[src/rtl/vga_timing_gen.sv]
// Parametrised VGA raster timing generator: pixel strobe, x/y coordinates,
// sync/blank decode, line/frame strobes and a frame counter, all registered.
module vga_timing_gen #(
  parameter int CLK_DIV   = 4,
  parameter int H_DISPLAY = 640,
  parameter int H_FP      = 16,
  parameter int H_SYNC    = 96,
  parameter int H_BP      = 48,
  parameter int V_DISPLAY = 480,
  parameter int V_FP      = 10,
  parameter int V_SYNC    = 2,
  parameter int V_BP      = 33,
  parameter bit HS_POL    = 1'b0,
  parameter bit VS_POL    = 1'b0,
  parameter int CW        = 10,
  parameter int FRAME_W   = 8
) (
  input  logic               clk_100MHz,
  input  logic               reset,
  input  logic               enable,
  output logic               p_tick,
  output logic [CW-1:0]      x,
  output logic [CW-1:0]      y,
  output logic               video_on,
  output logic               hsync,
  output logic               vsync,
  output logic               line_tick,
  output logic               refresh_tick,
  output logic [FRAME_W-1:0] frame_cnt
);

  localparam int H_TOTAL = H_DISPLAY + H_FP + H_SYNC + H_BP;
  localparam int V_TOTAL = V_DISPLAY + V_FP + V_SYNC + V_BP;
  localparam int DW      = (CLK_DIV > 1) ? $clog2(CLK_DIV) : 1;

  localparam logic [DW-1:0] DIV_LAST = DW'(CLK_DIV - 1);
  localparam logic [CW-1:0] X_LAST   = CW'(H_TOTAL - 1);
  localparam logic [CW-1:0] Y_LAST   = CW'(V_TOTAL - 1);
  localparam logic [CW-1:0] X_VIS    = CW'(H_DISPLAY);
  localparam logic [CW-1:0] Y_VIS    = CW'(V_DISPLAY);
  localparam logic [CW-1:0] HS_FIRST = CW'(H_DISPLAY + H_FP);
  localparam logic [CW-1:0] HS_LAST  = CW'(H_DISPLAY + H_FP + H_SYNC - 1);
  localparam logic [CW-1:0] VS_FIRST = CW'(V_DISPLAY + V_FP);
  localparam logic [CW-1:0] VS_LAST  = CW'(V_DISPLAY + V_FP + V_SYNC - 1);

  logic [DW-1:0]      div_reg, div_next;
  logic [CW-1:0]      x_reg, x_next;
  logic [CW-1:0]      y_reg, y_next;
  logic [FRAME_W-1:0] frame_reg, frame_next;
  logic               p_tick_reg, p_tick_next;
  logic               line_tick_reg, line_tick_next;
  logic               refresh_tick_reg, refresh_tick_next;
  logic               video_on_reg, video_on_next;
  logic               hsync_reg, hsync_next;
  logic               vsync_reg, vsync_next;

  // Divider only moves while enabled, so a pause resumes mid-period without loss.
  always_comb begin
    div_next = div_reg;
    if (enable) begin
      div_next = (div_reg == DIV_LAST) ? '0 : div_reg + DW'(1);
    end
    p_tick_next = enable && (div_next == DIV_LAST);
  end

  // The raster advances at the edge that closes a visible p_tick cycle, so a
  // pixel already presented is consumed even if enable drops at that edge.
  always_comb begin
    x_next     = x_reg;
    y_next     = y_reg;
    frame_next = frame_reg;
    if (p_tick_reg) begin
      if (x_reg == X_LAST) begin
        x_next = '0;
        if (y_reg == Y_LAST) begin
          y_next     = '0;
          frame_next = frame_reg + FRAME_W'(1);
        end else begin
          y_next = y_reg + CW'(1);
        end
      end else begin
        x_next = x_reg + CW'(1);
      end
    end
  end

  // Decode from next-state coordinates so strobes and syncs line up with x/y.
  always_comb begin
    line_tick_next    = p_tick_next && (x_next == X_LAST);
    refresh_tick_next = line_tick_next && (y_next == Y_LAST);
    video_on_next     = (x_next < X_VIS) && (y_next < Y_VIS);
    hsync_next        = ((x_next >= HS_FIRST) && (x_next <= HS_LAST)) ? HS_POL : ~HS_POL;
    vsync_next        = ((y_next >= VS_FIRST) && (y_next <= VS_LAST)) ? VS_POL : ~VS_POL;
  end

  always_ff @(posedge clk_100MHz or posedge reset) begin
    if (reset) begin
      div_reg          <= '0;
      x_reg            <= '0;
      y_reg            <= '0;
      frame_reg        <= '0;
      p_tick_reg       <= 1'b0;
      line_tick_reg    <= 1'b0;
      refresh_tick_reg <= 1'b0;
      video_on_reg     <= 1'b1;
      hsync_reg        <= ~HS_POL;
      vsync_reg        <= ~VS_POL;
    end else begin
      div_reg          <= div_next;
      x_reg            <= x_next;
      y_reg            <= y_next;
      frame_reg        <= frame_next;
      p_tick_reg       <= p_tick_next;
      line_tick_reg    <= line_tick_next;
      refresh_tick_reg <= refresh_tick_next;
      video_on_reg     <= video_on_next;
      hsync_reg        <= hsync_next;
      vsync_reg        <= vsync_next;
    end
  end

  assign p_tick       = p_tick_reg;
  assign x            = x_reg;
  assign y            = y_reg;
  assign video_on     = video_on_reg;
  assign hsync        = hsync_reg;
  assign vsync        = vsync_reg;
  assign line_tick    = line_tick_reg;
  assign refresh_tick = refresh_tick_reg;
  assign frame_cnt    = frame_reg;

endmodule
[config.mk]
export PLATFORM = sky130hd
export DESIGN_NAME = vga_timing_gen
export DESIGN_NICKNAME = d
export VERILOG_FILES = /design/src/rtl/vga_timing_gen.sv
export SDC_FILE = /design/constraint.sdc
export NUM_CORES = 1
export LEC_CHECK = 0
export BUFFER_PORTS_ARGS = -buffer_cell sky130_fd_sc_hd__buf_2
export CAP_MARGIN = 25
export CORE_ASPECT_RATIO = 0.7
export CORE_MARGIN = 3
export CORE_UTILIZATION = 50
export DETAILED_ROUTE_END_ITERATION = 6
export PLACE_DENSITY = 0.74
export SLEW_MARGIN = 5
export SYNTH_ARGS = -nofsm -noshare
export SYNTH_HDL_FRONTEND = slang
export SYNTH_SLANG_ARGS = --single-unit
[constraint.sdc]
create_clock -name clk_100MHz -period 4.1 [get_ports clk_100MHz]
set_input_delay 0.41 -clock clk_100MHz [delete_from_list [all_inputs] [get_ports clk_100MHz]]
set_output_delay 0.41 -clock clk_100MHz [all_outputs]
set_load 0.02 [all_outputs]
==> impl_results.md, run 1 <==
- Run status: complete, no violations
- Rel. slew slack: 66.27%
- Clock root cell: clkbuf_8
- Max-slew violations: 0
- Area grow syn2layout: 15.53%
- CP endpoint kind: register
- Clock latency on the worst-skew pair: 0.30 ns
- Fin crit share: 59.20%
- Synth Area in Compound Gates: 8.523%
- Seq cells post-synth: 36
- P_leak: 1.116 nW
- Nets@finish: 242
- CTS Buf Count: 5
- Routed wire per std cell: 14.52 um
- Vias per Instance: 5.695
- Detailed Route WL: 4138 um
- Setup violators final: 0
- Post-Syn Nets: 206
- Startpoint class of the critical path: register
- Worst endpoint data arrival time: 2.66 ns
- DRT Pass-1 Iters: 4
- Number of port buffers: 36
- Die H: 58.68 um
- Finished layout cell area: 2290 um2
- Cell area after synthesis: 1982 um2
- CP Class: reg -> reg
- Die ar.: 4767 um2
- Clk slew on worst S/H paths: 0.07 ns
- Commonest non-fill, non-tap cell in the layout: buf_2
- CP max-delay cell: dfrtp_1
- Buffer count from post-CTS setup fixing: 0
- Hold Crit Class: in -> async
- # IOs: 37
- Ant diodes: 0
- Share of cells above drive strength 1: 24.26%
- H-tree depth: 2
- XOR/XNOR Fraction of Synth Area: 8.396%
- Tmin final: 2.427 ns
- Hold buffer count at CTS: 0
- Async S/R FF share, synth: 100.0%
- Highest-count cells in the layout ignoring fill and taps: 36 x buf_2, 33 x dfrtp_1, 24 x nand2_1
- Number of global-route vias before repair: 1,433
- Largest net degree at the start of global routing: 37
- Max Clock Skew: 0.006798 ns
- Synth Area in Simple Gates: 26.58%
- Global placement routability congestion: 0.8764
- Largest family of logic cells by synthesized area: simple AND/OR/NAND/NOR gates
- Hold Fails Final Rpt: 0
- RSZ-0062 raised after global routing: false
- Fmax: 0.4120 GHz
- HPWL Detailed: 3011 um
- Final Power: 0.0009013 W
- Overflow after GRT: 0
- Peak supply drop: 284.0 uV
- Slew of the pin with the lowest slew margin: 0.5059 ns
- Syn Inst Count: 198
- Slowest Stage Delay on Critical Path: 0.66 ns
- Placed cell area: 2182 um2
- Clock Tree Buf Depth: 2
- Worst path required time: 4.33 ns
- Number of synthesized flops with an enable pin: 0
- Seq/Total Area, Yosys: 45.64%
- Cells along the critical path: nand4_1 -> nor4_1 -> mux2i_1 -> nand2_1 -> nor4_2 -> and4b_1
- Synth Area in Adders: 3.157%
- Row cnt: 18
- Clock sinks: 36
- Setup TNS: 0 ns
- Main synth FF type: dfrtp_1
- MaxCap Viol Count: 0
- Global-route wire length before repair: 7086 um
- Via count: 1,623
- Post-route DRC violation count: 0
- Ys Warns: 0
- Post-synthesis mux area share: 2.715%
- Syn_area_per_cell: 10.01 um2
- Initial DRC Count: 147
- Total GRT Usage: 19.69%
- Cts repair resizes: 0
- PD cells: 393.6 nW/um2
- Core Region: 3671 um2
- Initial Utilization: 53.99%
- Post-layout util: 62.37%
- Max Fanout on Critical Path: 16
- Initial antenna violation count: 0
- Die X: 81.25 um
- CTS tree: yes
- Yosys cell types: 48
- Post-DRT Antenna Nets: 0
[through the flow]
stage | hold WS (ns) | worst slack, ns | cells
after global placement | 0.4576 | 1.748 | 277
after floorplan | 0.4606 | 1.827 | 198
final | 0.1832 | 1.673 | 285
after CTS | 0.2061 | 1.686 | 285
after detailed placement | 0.4671 | 1.712 | 277
after global routing | 0.2435 | 1.461 | 285
[worst max-delay path: cells and delay by family (launching register included)]
family	cells	cell delay (ns)
flops	1	0.66
mux	1	0.39
simple gates	5	1.31
[final cells by class]
class | count | area [um2]
timing repair buffer | 37 | 187.7
clock buffer | 6 | 72.57
clock inverter | 2 | 35.03
tap | 50 | 62.56
sequential | 36 | 904.6
fill | 311 | 1381
multi-input combinational | 141 | 978.4
inverter | 13 | 48.80
[Yosys cell counts (3+ instances only)]
cell type / n / area [um2]
nor2_1: 8 / 30.03
dfrtp_1: 33 / 825.8
nor3_1: 8 / 40.04
xnor2_1: 15 / 131.4
buf_2: 4 / 20.02
nand2_1: 24 / 90.09
inv_1: 13 / 48.80
ha_1: 5 / 62.56
o21ai_0: 8 / 40.04
nand3_1: 7 / 35.03
xor2_1: 4 / 35.03
and3_1: 6 / 37.54
mux2_2: 3 / 33.78
nand4_1: 12 / 75.07
dfstp_2: 3 / 78.83
[cells by family after synthesis]
family,count (synthesis)
buffers and inverters,21
flip-flops,36
AO/OA/AOI/OAI,25
multiplexers,5
XOR/XNOR,19
AND/OR/NAND/NOR,87
adder cells (fa/ha/maj),5
[metal layers]
| layer | vias to the layer above | track usage [%] | share of wire, % |
|---|---|---|---|
| li1 | 789 | - | - |
| met4 | 0 | 8.675 | 1.9 |
| met1 | 773 | 30.65 | 49 |
| met3 | 8 | 4.587 | 8.1 |
| met5 | - | 0 | 0 |
| met2 | 53 | 25.73 | 41 |
[power by group]
group          total, W  switching (W)  internal [W]
Combinational  0.000154      0.0000958     0.0000580
Sequential     0.000440      0.0000520      0.000388
Clock          0.000307       0.000127      0.000180
Total          0.000901       0.000275      0.000627
[path summary, 6_finish.rpt]
kind | startpoint | endpoint | slack [ns] | depth (start not counted)
setup reg to reg | p_tick | refresh_tick | 1.67 | 6
min in group clk_100MHz | enable | div_reg[1] | 0.34 | 2
hold / removal | reset | div_reg[1] | 0.18 | 3
hold reg to reg | frame_cnt[7] | frame_cnt[7] | 0.48 | 1
setup / recovery | p_tick | refresh_tick | 1.67 | 6
max in group asynchronous | reset | vsync | 3.56 | 3
Note: power is estimated with default switching activity, not from simulation.
==> run 2, diff against run 1 <==
--- a/config.mk
+++ b/config.mk
@@ -11,7 +11,7 @@
 export CORE_MARGIN = 3
 export CORE_UTILIZATION = 50
 export DETAILED_ROUTE_END_ITERATION = 6
-export PLACE_DENSITY = 0.74
+export PLACE_DENSITY = 0.77
 export SLEW_MARGIN = 5
 export SYNTH_ARGS = -nofsm -noshare
 export SYNTH_HDL_FRONTEND = slang
==> constraint.sdc (replaced) <==
create_clock -name clk_100MHz -period 2.11 [get_ports clk_100MHz]
set_input_delay 0.211 -clock clk_100MHz [delete_from_list [all_inputs] [get_ports clk_100MHz]]
set_output_delay 0.211 -clock clk_100MHz [all_outputs]
set_load 0.02 [all_outputs]
==> impl_results.md, run 2 (same netlist as run 1, synthesis figures left out) <==
- Run status: complete, but fails checks
- Failing checks: setup timing
- Worst path required time: 2.33 ns (-2.00 ns)
- Slowest Stage Delay on Critical Path: 0.40 ns (-0.26 ns)
- Number of port buffers: 36 (unchanged)
- Max-slew violations: 0 (unchanged)
- Row cnt: 18 (unchanged)
- Die H: 58.68 um (unchanged)
- CP endpoint kind: register
- Post-route DRC violation count: 0 (unchanged)
- Global placement routability congestion: 1.004 (+15%)
- Peak supply drop: 669.8 uV (+140%)
- Clock root cell: clkbuf_8
- Slew of the pin with the lowest slew margin: 0.5107 ns (+0.004762 ns)
- Routed wire per std cell: 15.68 um (+8.0%)
- FF-to-FF End: refresh_tick
- Ant diodes: 0 (unchanged)
- Initial antenna violation count: 0 (unchanged)
- CP max-delay cell: dfrtp_2
- Tmin final: 2.182 ns (-0.2454 ns)
- Worst endpoint data arrival time: 2.41 ns (-0.25 ns)
- DRT Pass-1 Iters: 5 (+1)
- CTS Buf Count: 5 (unchanged)
- Max Clock Skew: 0.005257 ns (-0.001541 ns)
- Max Fanout on Critical Path: 7 (-9)
- Fmax: 0.4584 GHz (+11%)
- Worst slack at placement: 0.02113 ns (-1.691 ns)
- PD cells: 657.6 nW/um2 (+67%)
- CP startpoint: x[1]
- Commonest non-fill, non-tap cell in the layout: buf_2
- Hold Fails Final Rpt: 0 (unchanged)
- Total GRT Usage: 20.99% (+1.3 points)
- H-tree depth: 2 (unchanged)
- Initial Utilization: 53.99% (unchanged)
- Initial DRC Count: 127 (-14%)
- Final Power: 0.001735 W (+93%)
- Placed cell area: 2370 um2 (+8.6%)
- Hold Crit Class: in -> async
- Cells along the critical path: ha_4 -> and4bb_4 -> nand4_4 -> nor4_2 -> xnor2_1 -> and3_1 -> and4b_1
- Overflow after GRT: 0 (unchanged)
- Die ar.: 4767 um2 (unchanged)
- Length in cells of the worst reg-to-reg path: 7 (+1)
- Clock latency on the worst-skew pair: 0.29 ns (about the same)
- Largest net degree at the start of global routing: 37 (unchanged)
- Reg area: 907.1 um2 (+0.28%)
- Rel. slew slack: 65.71% (-0.56 points)
- Via count: 1,810 (+12%)
- Finished layout cell area: 2639 um2 (+15%)
- Number of global-route vias before repair: 1,551 (+8.2%)
- Setup violators final: 2 (+2)
- Startpoint class of the critical path: register
- Core Region: 3671 um2 (unchanged)
- MaxCap Viol Count: 0 (unchanged)
- Multi-input gate area: 1104 um2 (+13%)
- Share of cells above drive strength 1: 40.23% (+16 points)
- Clock sinks: 36 (unchanged)
- P_leak: 1.318 nW (+18%)
- Critical path destination: refresh_tick
- Post-DRT Antenna Nets: 0 (unchanged)
- Global-route wire length before repair: 7569 um (+6.8%)
- Flop-to-flop setup slack: -0.07 ns (-1.74 ns)
- Highest-count cells in the layout ignoring fill and taps: 36 x buf_2, 31 x dfrtp_1, 31 x buf_4
- Reg-to-Reg Start: x[1]
- RSZ-0062 raised after global routing: true
- # IOs: 37 (unchanged)
- Fin worst setup slack: -0.07160 ns (-1.745 ns)
- CTS tree: yes
- Fillers: 256 (-18%)
- Detailed Route WL: 4954 um (+20%)
- Clock Tree Buf Depth: 2 (unchanged)
- Area grow syn2layout: 33.14%
- Die X: 81.25 um (unchanged)
- HPWL Detailed: 3454 um (+15%)
- CP Class: reg -> reg
- Clk slew on worst S/H paths: 0.08 ns (about the same)
- Vias per Instance: 5.728 (+0.58%)
- Nets@finish: 273 (+13%)
- Fin crit share: 103.4% (+44 points)
==> run 2: final cells by class <==
cell class                 count  share of cell area, %
clock buffer                   6                  3.129
clock inverter                 2                 0.3793
inverter                      13                  1.849
multi-input combinational    141                  41.82
sequential                    36                  34.38
tap                           50                  2.371
timing repair buffer          68                  16.07
==> run 2: per-stage QoR <==
stage	hold WS (ns)	std cells	setup TNS [ns]	utilization, %
after floorplan	0.3182	198	0	-
after global placement	0.3370	300	0	64.55
after global routing	0.07091	316	-0.2870	71.88
after detailed placement	0.3382	300	0	64.55
final	0.01756	316	-0.1337	71.88
after CTS	0.02709	308	0	67.08
==> run 2: worst max-delay path: cells and delay by family (launching register included) <==
kind | cells | cell delay, ns
AND/OR/NAND/NOR | 5 | 1.27
XOR/XNOR | 1 | 0.31
flip-flops | 1 | 0.40
adder cells (fa/ha/maj) | 1 | 0.14
==> run 2: how the worst min path moves through the flow <==
stage          startpoint           end  slack [ns]  cells after the start
2_1_floorplan      enable    div_reg[1]        0.32                      1
3_3_place_gp        reset          x[7]        0.34                      3
3_5_place_dp        reset          x[8]        0.34                      3
4_1_cts             reset          y[4]        0.03                      3
5_1_grt             reset          x[8]        0.07                      3
6_report            reset  frame_cnt[7]        0.02                      3
==> run 2: timing repair <==
action / in CTS / in global routing
hold buffers: 0 / 0
setup endpoints to repair: 0 / 11
resized for setup: 0 / 23
setup buffers: 0 / 8
==> run 2: metal layers <==
layer  GRT usage (%)  wire, um  up-vias
met3           5.199       451        9
met1           32.97      2250      863
met2           27.84      2184       94
met5               0         0        -
li1                -         -      844
met4           6.988        68        0
==> run 2: where the power goes <==
group          switching (W)  internal [W]
sequential         0.0000665      0.000759
combinational       0.000238      0.000161
clock               0.000250      0.000261
